===== src/rtl/bit_reorder_stream_if.sv =====
// Valid/ready stream bundle for bit_reorder_stream: one input beat channel and one output beat channel.
// The master drives input beats and output acceptance. The slave (the reorder block) drives the rest.
interface bit_reorder_stream_if #(
  parameter int DATA_WIDTH = 32
);
  logic                  in_valid;
  logic                  in_ready;
  logic [DATA_WIDTH-1:0] in;
  logic                  out_valid;
  logic                  out_ready;
  logic [DATA_WIDTH-1:0] out;

  modport master (
    output in_valid, in, out_ready,
    input  in_ready, out_valid, out
  );

  modport slave (
    input  in_valid, in, out_ready,
    output in_ready, out_valid, out
  );
endinterface


===== src/rtl/bit_reorder_stream.sv =====
// Registered, runtime-programmable bit permutation on a valid/ready stream: out[i] = in[map[i]].
// Define BIT_REORDER_INVERT_EN to add the cfg_inv port and a per-output-bit inversion table.
module bit_reorder_stream #(
  parameter int DATA_WIDTH = 32,
  parameter int SEL_WIDTH  = 5
) (
  input  logic                 clk,
  input  logic                 rst_n,
  input  logic                 en,
  input  logic                 cfg_wr,
  input  logic [SEL_WIDTH-1:0] cfg_idx,
  input  logic [SEL_WIDTH-1:0] cfg_sel,
`ifdef BIT_REORDER_INVERT_EN
  input  logic                 cfg_inv,
`endif
  input  logic                 cfg_commit,
  bit_reorder_stream_if.slave  bus
);

  localparam int EXT_W = 2 ** SEL_WIDTH;

  generate
    if (DATA_WIDTH < 1 || DATA_WIDTH > 64 || EXT_W < DATA_WIDTH) begin : g_param_check
      $error("bit_reorder_stream: need 1 <= DATA_WIDTH <= 64 and 2**SEL_WIDTH >= DATA_WIDTH");
    end
  endgenerate

  logic [SEL_WIDTH-1:0]  shadow_map_reg  [DATA_WIDTH];
  logic [SEL_WIDTH-1:0]  shadow_map_next [DATA_WIDTH];
  logic [SEL_WIDTH-1:0]  active_map_reg  [DATA_WIDTH];
  logic [EXT_W-1:0]      in_ext;
  logic [DATA_WIDTH-1:0] perm_data;
  logic                  accept;
  logic                  out_valid_reg, out_valid_next;
  logic [DATA_WIDTH-1:0] out_reg, out_next;

  // Zero-padding up to 2**SEL_WIDTH makes any selector >= DATA_WIDTH read a 0 bit.
  assign in_ext = EXT_W'(bus.in);

`ifdef BIT_REORDER_INVERT_EN
  logic [DATA_WIDTH-1:0] shadow_inv_reg, shadow_inv_next, active_inv_reg;
`endif

  generate
    for (genvar gi = 0; gi < DATA_WIDTH; gi++) begin : g_bit
      // Only indices below DATA_WIDTH can match, so out-of-range writes fall through.
      assign shadow_map_next[gi] = (cfg_wr && cfg_idx == SEL_WIDTH'(gi)) ? cfg_sel
                                                                         : shadow_map_reg[gi];
`ifdef BIT_REORDER_INVERT_EN
      assign shadow_inv_next[gi] = (cfg_wr && cfg_idx == SEL_WIDTH'(gi)) ? cfg_inv
                                                                         : shadow_inv_reg[gi];
      assign perm_data[gi]       = in_ext[active_map_reg[gi]] ^ active_inv_reg[gi];
`else
      assign perm_data[gi]       = in_ext[active_map_reg[gi]];
`endif
    end
  endgenerate

  // Commit copies the post-write shadow, so a same-cycle write is included.
  always_ff @(posedge clk or negedge rst_n) begin
    if (!rst_n) begin
      for (int i = 0; i < DATA_WIDTH; i++) begin
        shadow_map_reg[i] <= SEL_WIDTH'(i);
        active_map_reg[i] <= SEL_WIDTH'(i);
      end
    end else begin
      for (int i = 0; i < DATA_WIDTH; i++) begin
        shadow_map_reg[i] <= shadow_map_next[i];
        if (cfg_commit) begin
          active_map_reg[i] <= shadow_map_next[i];
        end
      end
    end
  end

`ifdef BIT_REORDER_INVERT_EN
  always_ff @(posedge clk or negedge rst_n) begin
    if (!rst_n) begin
      shadow_inv_reg <= '0;
      active_inv_reg <= '0;
    end else begin
      shadow_inv_reg <= shadow_inv_next;
      if (cfg_commit) begin
        active_inv_reg <= shadow_inv_next;
      end
    end
  end
`endif

  assign bus.in_ready  = ~out_valid_reg | bus.out_ready;
  assign accept        = bus.in_valid & bus.in_ready;
  assign bus.out_valid = out_valid_reg;
  assign bus.out       = out_reg;

  always_comb begin
    out_valid_next = out_valid_reg;
    out_next       = out_reg;
    if (accept) begin
      out_valid_next = 1'b1;
      out_next       = en ? perm_data : bus.in;
    end else if (bus.out_ready) begin
      out_valid_next = 1'b0;
    end
  end

  always_ff @(posedge clk or negedge rst_n) begin
    if (!rst_n) begin
      out_valid_reg <= 1'b0;
      out_reg       <= '0;
    end else begin
      out_valid_reg <= out_valid_next;
      out_reg       <= out_next;
    end
  end

endmodule


===== src/flat_wrapper.sv =====
// flat-port wrapper written by rule: the top's interface ports become plain ports
module bit_reorder_stream_flat 
#(
  parameter int DATA_WIDTH = 32,
  parameter int SEL_WIDTH  = 5
)
  (clk, rst_n, en, cfg_wr, cfg_idx, cfg_sel, cfg_commit, bus_in_valid, bus_in, bus_out_ready, bus_in_ready, bus_out_valid, bus_out);
  bit_reorder_stream_if #(.DATA_WIDTH(DATA_WIDTH)) bus_i ();
  input  logic clk;
  input  logic rst_n;
  input  logic en;
  input  logic cfg_wr;
  input  logic [SEL_WIDTH-1:0] cfg_idx;
  input  logic [SEL_WIDTH-1:0] cfg_sel;
  input  logic cfg_commit;
  input wire logic [$bits(bus_i.in_valid)-1:0] bus_in_valid;
  input wire logic [$bits(bus_i.in)-1:0] bus_in;
  input wire logic [$bits(bus_i.out_ready)-1:0] bus_out_ready;
  output wire logic [$bits(bus_i.in_ready)-1:0] bus_in_ready;
  output wire logic [$bits(bus_i.out_valid)-1:0] bus_out_valid;
  output wire logic [$bits(bus_i.out)-1:0] bus_out;
  assign bus_i.in_valid = bus_in_valid;
  assign bus_i.in = bus_in;
  assign bus_i.out_ready = bus_out_ready;
  assign bus_in_ready = bus_i.in_ready;
  assign bus_out_valid = bus_i.out_valid;
  assign bus_out = bus_i.out;
  bit_reorder_stream #(.DATA_WIDTH(DATA_WIDTH), .SEL_WIDTH(SEL_WIDTH)) u_core (.clk(clk), .rst_n(rst_n), .en(en), .cfg_wr(cfg_wr), .cfg_idx(cfg_idx), .cfg_sel(cfg_sel), .cfg_commit(cfg_commit), .bus(bus_i));
endmodule

===== config.mk =====
export PLATFORM = sky130hd
export DESIGN_NAME = bit_reorder_stream_flat
export DESIGN_NICKNAME = d
export VERILOG_FILES = /design/src/rtl/bit_reorder_stream_if.sv /design/src/rtl/bit_reorder_stream.sv /design/src/flat_wrapper.sv
export SDC_FILE = /design/constraint.sdc
export NUM_CORES = 1
export LEC_CHECK = 0
export CAP_MARGIN = 25
export CORE_AREA = 2 2 336 238
export DETAILED_ROUTE_END_ITERATION = 8
export DIE_AREA = 0 0 338 240
export PLACE_DENSITY = 0.47
export SLEW_MARGIN = 0
export SYNTH_ARGS = -nofsm -noshare
export SYNTH_HDL_FRONTEND = slang
export SYNTH_SLANG_ARGS = --single-unit

===== constraint.sdc =====
create_clock -name clk -period 2.44 [get_ports clk]
set_input_delay 0.366 -clock clk [delete_from_list [all_inputs] [get_ports clk]]
set_output_delay 0.366 -clock clk [all_outputs]
set_load 0.02 [all_outputs]

==> impl_metrics.yaml, run 1 <==
floorplanning:
  die_w_um: 338
  core-area_um2: 78000
  placementRows: 86
  dieArea_um2: 81100
  boundaryPins: 83
  floorplan.initialDensity: 0.298
  die_h_um: 240
synthesis:
  synthArstFlopShare: 1.00
  ys.flop_type: "dfrtp_1"
  synth_largest_area_cell: "mux4_2"
  synth_nets: 1827
  yosysSeqAreaShare: 0.389
  yosysUniqueCellTypes: 30
  ys_top_cells_by_area: "mux4_2 25%, dfrtp_1 21%, dfstp_2 18%"
  synthesis.area_um2: 23200
  synth_top_area_share: 0.248
  syn_avg_cell_area_um2: 13.1
  synth_cells: 1778
  synth_edf_count: 0
  synth-warning-count: 0
  synth_most_common_cell: "mux2_2"
  ys_ff_latch: 353
  synthTopCellsByCount: "300 x mux2_2, 256 x mux4_2, 193 x dfrtp_1, 180 x clkbuf_1, 160 x dfstp_2"
clock_network:
  clk-insertion-delay-late_ns: 0.59
  cts_tree: "done"
  clk_pin_slew_ns: 0.06
  cts.sinks: 353
  cts.path.max_buffers: 3
  cts.htree.levels: 2
  post_cts_resized: 0
  cts_made_buffers: 40
  cts_root_buffer: "clkbuf_16"
run:
  maxCapViolCount: 0
final_layout:
  diodes: 0
  fin_cells: 2879
  drive_gt1_frac: 0.515
  synthToLayoutAreaGrowth_pct: 17.3
  nets: 1840
sta:
  fin_crit_ns: 2.27
  hold_viol: 0
  whs_ns: 0.290
  worst-slew-pin-transition_ns: 0.785
  finalSetupTns_ns: 0
  rsz0062_at_grt: "no"
  finalCritPeriodShare: 0.932
  drv_slew: 0
  setup_ws_ns: 0.166
  finClkSkew_ns: 0.0285
  fmax_mhz: 440
  setup_violations: 0
  max_slew_margin: 0.477
worst_setup_path:
  slowest_delay_ns: 0.64
  path_class: "flip-flop to output pin"
  worstPathCellList: "nor2b_4 > inv_2 > clkdlybuf4s50_1"
  critPathLaunchType: "flip-flop"
  arrival_ns: 1.91
  required_ns: 2.07
  cp_slowest_cell: "clkdlybuf4s50_1"
  crit_fanout: 3
  critPathCaptureType: "output pin"
  r2r_cells: 4
power:
  power.total_mw: 22.4
  p_per_area_nw_per_um2: 822
  leakage_nw: 10.1
  irDropWorstVdd_v: 0.000520
hold_path:
  min_path_cells: 4
  hold_path_class: "input port to flip-flop"
placement:
  pre_cts_slack_ns: -0.0881
  dp_hpwl_um: 47600
  gp_congestion: 0.827
  numPortBuffers: 82
  dpl.cell_count: 2804
global_route:
  grt_overflow: 0
  track_usage: 0.217
  grt_antenna_before_repair: 4
  grt_max_degree: 70
  grt_pass1_wl_um: 127000
  first_global_vias: 17489
route:
  drtPass1Iterations: 5
  wl_um: 87400
  viasPerCell: 6.04
  drt_iter0_drc: 2278
  wire_per_inst_um: 30.3
  drc: 0
  vias: 17399
  ant_nets: 0
status:
  outcome: "finished clean"
area by class of cell:
cell class / count / area [µm²]
clock buffers: 58 / 1130
clock inverters: 16 / 139
fillers: 7528 / 50800
inverters: 77 / 290
multi-input cells: 1116 / 13000
flip-flops and latches: 353 / 9030
well taps: 1056 / 1320
repair buffers: 203 / 2360
per-layer routing:
metal,GRT usage,wire [µm]
met1,0.312,38300
met2,0.322,38000
met3,0.0530,8640
met4,0.0641,2390
met5,0,23
repair_timing:
| action | in CTS | in global routing |
|---|---|---|
| hold buffers | 1 | 0 |
| setup buffers | 0 | 0 |
| endpoints found under the hold margin | 17 | 0 |
where the power goes:
| group | switching, mW | internal (mW) |
|---|---|---|
| Sequential | 1.86 | 7.60 |
| Combinational | 2.77 | 4.14 |
| Clock | 2.70 | 3.36 |
stage by stage:
step / util / instance area [µm²]
2_1_floorplan: - / 23200
3_3_place_gp: 0.333 / 26000
3_5_place_dp: 0.333 / 26000
4_1_cts: 0.349 / 27300
5_1_grt: 0.349 / 27300
6_report: 0.349 / 27300
logic make-up after synthesis:
logic type,after synthesis,share of synthesized area
muxes,660,0.443
and+or+nand+nor,392,0.0968
DFF,353,0.389
buffers and inverters,309,0.0529
AOI/OAI and AO/OA,64,0.0190
layout by cell type (no fill, tap or decap), types with 3 or more instances in the layout:
cell type	instances
and4bb_2	3
clkinv_4	3
nand3_1	36
nand2b_1	3
nor4_1	85
mux2i_1	84
buf_2	13
mux4_2	256
clkdlybuf4s50_1	67
buf_12	55
mux2_2	300
clkinv_2	5
mux2_4	20
nor2b_1	34
nand4_1	55
nand2_1	102
nor2_1	13
nand4b_1	13
and4_1	32
clkinvlp_4	6
clkbuf_8	4
buf_4	65
clkbuf_1	13
dfstp_2	160
nor3_1	11
dfrtp_1	193
a311oi_1	32
clkbuf_16	41
a21oi_1	32
inv_1	75
final timing paths:
check,from,to,slack (ns)
setup reg to reg,u_core.active_map_reg[120],u_core.bus.out[7],0.55
max in group asynchronous,rst_n,u_core.shadow_map_reg[82],1.26
hold reg to reg,u_core.shadow_map_reg[159],u_core.shadow_map_reg[159],0.49
hold / removal,bus_in_valid,u_core.bus.out_valid,0.29
min in group asynchronous,rst_n,u_core.bus.out[7],0.33
setup / recovery,u_core.bus.out_valid,bus_in_ready,0.17
critical path: cells and delay by family (launching register included):
family | cells | cell delay [ns]
AND/OR/NAND/NOR | 1 | 0.16
buffers and inverters | 2 | 0.78
flip-flops | 1 | 0.38
Power figures use the tool's default switching activity.
==> inputs of run 2 (changes only) <==
Settings changed: ABC_AREA set to 1, CORE_AREA 2 2 336 238 to 2 2 342 243, DIE_AREA 0 0 338 240 to 0 0 344 245.
==> run 2 against run 1 <==
Net effect: final cell count up 73%; via count increased by 47%; routed wire length increased by 21%; fmax increased by 10%; clock skew fell by 0.0033 ns; worst hold slack got worse by 0.15 ns; count of clock-buffer cells in the layout up 4; critical path depth decreased by 2; sequential power shrank 14%; largest power group unchanged; highest routed layer unchanged.
==> impl_metrics.yaml, run 2 <==
status:
  outcome: "finished clean"
worst_setup_path:
  critPathLaunchType: "flip-flop"
  worstPathCellList: "clkdlybuf4s50_1"
  setup.worst_path.start: "u_core.bus.out[0]"
  path_class: "flip-flop to output pin"
  r2r_start: "u_core.active_map_reg[100]"
  cp_slowest_cell: "clkdlybuf4s50_1"
  cp_top_family: "buffers and inverters"
  critPathCaptureType: "output pin"
  crit_buf_inv: 1
  required_ns: 2.07
  arrival_ns: 1.70
  slowest_delay_ns: 0.65
  crit_fanout: 2
route:
  wl_um: 105000
  drt_iter0_drc: 3089
  viasPerCell: 5.14
  wire_per_inst_um: 21.2
  drc: 0
  ant_nets: 0
  drtPass1Iterations: 5
  vias: 25557
synthesis:
  syn_avg_cell_area_um2: 6.16
  ys_top_cells_by_area: "nand2_1 29%, dfrtp_1 20%, dfstp_2 17%"
  yosys-mux-area-fraction: 0
  synth-adder-area-share: 0
  synthArstFlopShare: 1.00
  synth_edf_count: 0
  synth_compound_area_frac: 0.0796
  ys.flop_type: "dfrtp_1"
  yosysSeqAreaShare: 0.374
  synthXorXnorAreaFrac: 0
  synthesis.area_um2: 24100
  synth_most_common_cell: "nand2_1"
  synthSimpleGateAreaFrac: 0.459
  yosysUniqueCellTypes: 19
  synth_largest_area_cell: "nand2_1"
  ys_ff_latch: 353
  synthTopCellsByCount: "1876 x nand2_1, 738 x nand3_1, 193 x dfrtp_1, 190 x o21ai_0, 189 x buf_2"
  synth_cells: 3916
  synth_top_area_share: 0.292
  synth-warning-count: 0
  synth_top_family_by_area: "simple AND/OR/NAND/NOR gates"
  synth_nets: 3965
sta:
  rsz0062_at_grt: "no"
  finClkSkew_ns: 0.0252
  fmax_mhz: 485
  finalSetupTns_ns: 0
  worst-slew-pin-transition_ns: 0.734
  hold_viol: 0
  setup_violations: 0
  finalCritPeriodShare: 0.845
  drv_slew: 0
  whs_ns: 0.145
  max_slew_margin: 0.510
  fin_crit_ns: 2.06
clock_network:
  post_cts_resized: 0
  cts.path.max_buffers: 3
  cts_made_buffers: 42
  cts.sinks: 353
  clk-insertion-delay-late_ns: 0.60
  cts_root_buffer: "clkbuf_16"
  post_cts_buffers: 0
  clk_pin_slew_ns: 0.06
  cts.htree.levels: 2
  cts_tree: "done"
hold_path:
  hold_path_class: "input port to flip-flop"
  min-delay-start: "cfg_commit"
floorplanning:
  die_w_um: 344
  boundaryPins: 83
  die_h_um: 245
  placementRows: 88
  dieArea_um2: 84300
  core-area_um2: 81300
  floorplan.initialDensity: 0.297
placement:
  gp_congestion: 0.841
  dp_hpwl_um: 59400
  numPortBuffers: 82
  dpl_cell_area_um2: 26300
power:
  pwr-share-comb: 0.343
  p_switching_mw: 8.69
  p_int_mw: 14.0
  swShare: 0.383
  pwr-share-seq: 0.356
  irDropWorstVdd_v: 0.000478
  pwr-share-clk: 0.301
  p_per_area_nw_per_um2: 818
  leakage_nw: 12.9
final_layout:
  final_cell_mix: "1875 x nand2_1, 738 x nand3_1, 193 x dfrtp_1"
  layout_commonest_cell: "nand2_1"
  synthToLayoutAreaGrowth_pct: 14.9
  nets: 3904
  drive_gt1_frac: 0.110
  stdcell_area_um2: 27700
  final_util: 0.341
run:
  maxCapViolCount: 0
global_route:
  first_global_vias: 22997
  grt_overflow: 0
  grt_antenna_before_repair: 4
  grt_pass1_wl_um: 158000
  track_usage: 0.248
  grt_max_degree: 91
-- run 2: cell count changes after synthesis, sizes merged, moves of 63 or more --
cell	change
nand2	+1792
mux2	-320
o21ai	+320
buf	+166
clkbuf	-77
nor4	-85
clkinv	+63
mux4	-256
nand3	+702
mux2i	-84
-- run 2: final timing paths --
kind / end / slack, ns / depth (start not counted)
worst max-delay path: bus_out[0] / 0.38 / 1
worst max register to register: u_core.bus.out[11] / 0.46 / 9
min in group asynchronous: u_core.bus.out[6] / 0.25 / 2
worst min-delay path: u_core.active_map_reg[120] / 0.14 / 3
worst min register to register: u_core.shadow_map_reg[60] / 0.49 / 2
max in group asynchronous: u_core.shadow_map_reg[79] / 1.28 / 3
-- run 2: metal layers --
layer / up-vias / share of wire / global-route usage
li1: 12380 / - / -
met1: 11981 / 0.48 / 0.378
met2: 1048 / 0.41 / 0.357
met3: 144 / 0.085 / 0.0445
met4: 4 / 0.022 / 0.0613
met5: - / 0.00021 / 0
-- run 2: power by group through the flow --
stage          Sequential, mW  Clock [mW]  Combinational [mW]
2_1_floorplan            7.87           0                5.51
3_3_place_gp             8.15           0                7.67
3_5_place_dp             8.14           0                7.69
4_1_cts                  8.05        7.00                7.72
5_1_grt                  8.22        7.23                8.82
6_report                 8.08        6.84                7.79
-- run 2: cell families (layout without fill, tap and decap cells) --
logic type	after synthesis	in the layout
flops	353	353
compound gates	384	384
other cells	0	1
buf+inv	495	466
simple gates	2684	2684
-- run 2: timing repair --
| item | in CTS | in global routing |
|---|---|---|
| endpoints found under the hold margin | 27 | 0 |
| hold buffers | 1 | 0 |
| endpoints found under the setup margin | 0 | 0 |
-- run 2: cell type report --
type	count	area, µm²
clock inverters	14	230
flip-flops and latches	353	9030
repair buffers	216	2260
clock buffers	62	1210
fillers	8856	53500
inverters	174	653
multi-input cells	3068	13000
well taps	1080	1350
diodes	1	2.50
-- run 2: through the flow --
step,std cells,power [mW],worst slack [ns]
detailed placement,4890,15.8,0.107
floorplan,3916,13.4,0.861
global placement,4890,15.8,0.106
global route,4968,24.3,0.192
CTS,4967,22.8,0.334
finish,4968,22.7,0.377
==> inputs of run 3 (changes only) <==
Settings changed: PLACE_DENSITY 0.47 to 0.48.
Clock period 2.44 ns to 1.74 ns, I/O delays scaled along.
==> run 3 against run 2 <==
Net effect: via count is 3.5% higher; global-route usage is 0.28 points higher; largest cell class unchanged; register-to-register slack got worse by 0.39 ns; highest routed layer unchanged; flip-flop and latch count stayed put; cell area up 8.4%.
==> impl_metrics.yaml, run 3 (synthesis gave the netlist of run 2 again) <==
sta:
  worst-slew-pin-transition_ns: 0.466
  setup_violations: 0
  setup_ws_ns: 0.0731
  hold_viol: 0
  finalCritPeriodShare: 0.958
  drv_slew: 0
  whs_ns: 0.0392
  max_slew_margin: 0.687
  fmax_mhz: 600
  finClkSkew_ns: 0.0226
  rsz0062_at_grt: "no"
  fin_crit_ns: 1.67
route:
  drtPass1Iterations: 6
  drc: 0
  route.met3.wl_um: 9470
  viasPerCell: 5.08
  wire_per_inst_um: 20.5
  top_layer_used: "met5"
  wl_um: 107000
  drt_iter0_drc: 2905
  dr_wl_met2_um: 44400
  met1_length_um: 50400
  vias: 26461
  ant_nets: 0
worst_setup_path:
  arrival_ns: 2.13
  critPathLaunchType: "flip-flop"
  cp_slowest_cell: "dfstp_2"
  required_ns: 2.21
  crit_buf_inv: 2
  critPathCaptureType: "flip-flop"
  cp_top_family: "flip-flops"
  slowest_delay_ns: 0.55
  cp_common_cell: "nand3_1"
  crit_fanout: 7
  worstPathCellList: "clkinvlp_4 > buf_4 > nand2_1 > nand3_1 > nand2_1 > nand2_1 > nand3_1 > nand3_1 > nand3_1 > a21oi_1"
  path_class: "flip-flop to flip-flop"
placement:
  gp_congestion: 0.869
  pre_cts_slack_ns: -0.342
  numPortBuffers: 82
  dp_hpwl_um: 69700
  dpl_cell_area_um2: 28600
floorplanning:
  boundaryPins: 83
  dieArea_um2: 84300
  floorplan.initialDensity: 0.297
  die_w_um: 344
  die_h_um: 245
  placementRows: 88
  core-area_um2: 81300
global_route:
  grt_max_degree: 59
  grt_antenna_before_repair: 4
  track_usage: 0.251
  first_global_vias: 23614
  grt_overflow: 0
  grt_pass1_wl_um: 159000
run:
  maxCapViolCount: 0
clock_network:
  cts_made_buffers: 42
  clk_pin_slew_ns: 0.06
  cts_tree: "done"
  cts.htree.levels: 2
  clk-insertion-delay-late_ns: 0.60
  cts_root_buffer: "clkbuf_16"
  cts.sinks: 353
  cts.path.max_buffers: 3
final_layout:
  fillers: 8713
  nets: 4144
  final_util: 0.370
  synthToLayoutAreaGrowth_pct: 24.6
  drive_gt1_frac: 0.167
  stdcell_area_um2: 30100
  layout_commonest_cell: "nand2_1"
  final_cell_mix: "1875 x nand2_1, 735 x nand3_1, 281 x buf_4"
status:
  outcome: "finished clean"
power:
  irDropWorstVdd_v: 0.000621
  p_switching_mw: 12.5
  pwr-share-seq: 0.338
  swShare: 0.382
  leakage_nw: 14.2
  p_int_mw: 20.3
  power.total_mw: 32.8
  pwr-share-clk: 0.283
  p_per_area_nw_per_um2: 1090
  pwr-share-comb: 0.380
hold_path:
  hold_path_class: "input port to flip-flop"
[run 3: stage by stage]
| stage | instances | setup TNS [ns] |
|---|---|---|
| 2_1_floorplan | 3916 | 0 |
| 3_3_place_gp | 5125 | -55.26 |
| 3_5_place_dp | 5125 | -58.29 |
| 4_1_cts | 5203 | 0 |
| 5_1_grt | 5208 | 0 |
| 6_report | 5209 | 0 |
[run 3: final timing paths]
check	endpoint	cells past startpoint	slack, ns	from
worst max register to register	u_core.bus.out[1]	10	0.07	u_core.active_map_reg[150]
worst min-delay path	u_core.active_map_reg[120]	3	0.04	cfg_commit
max in group asynchronous	u_core.shadow_map_reg[64]	4	0.79	rst_n
min in group asynchronous	u_core.active_map_reg[15]	2	0.20	rst_n
worst max-delay path	u_core.bus.out[1]	10	0.07	u_core.active_map_reg[150]
worst min register to register	u_core.shadow_map_reg[50]	2	0.49	u_core.shadow_map_reg[50]
[run 3: timing repair]
action / CTS / global route
setup buffers: 0 / 5
resized for setup: 34 / 18
endpoints found under the setup margin: 34 / 18
hold endpoints to repair: 141 / 0
hold buffers: 1 / 0
[run 3: layout make-up]
cell class              count  area [µm²]  area share
repair buffers            456        4580       0.152
well taps                1080        1350      0.0449
clock buffers              57        1200      0.0399
diodes                      1        2.50   0.0000832
clock inverters            20         198     0.00657
inverters                 174         702      0.0233
flip-flops and latches    353        9030       0.300
multi-input cells        3068       13000       0.433
[run 3: worst min-delay path, stage by stage]
cell and delay, ns:
buf_8 0.19, nand2_1 0.10, o21ai_1 0.05
[run 3: power groups by stage]
stage / Sequential, mW / Combinational (mW) / Clock [mW]
after floorplan: 11.0 / 7.73 / 0
after global placement: 11.2 / 12.3 / 0
after detailed placement: 11.2 / 12.3 / 0
after CTS: 11.0 / 12.3 / 9.45
after global routing: 11.3 / 13.9 / 9.77
final: 11.1 / 12.4 / 9.27
[run 3: metal layers]
layer / global-route usage / up-vias
met5: 0 / -
li1: - / 12872
met3: 0.0441 / 170
met1: 0.379 / 12341
met4: 0.0624 / 2
met2: 0.366 / 1076
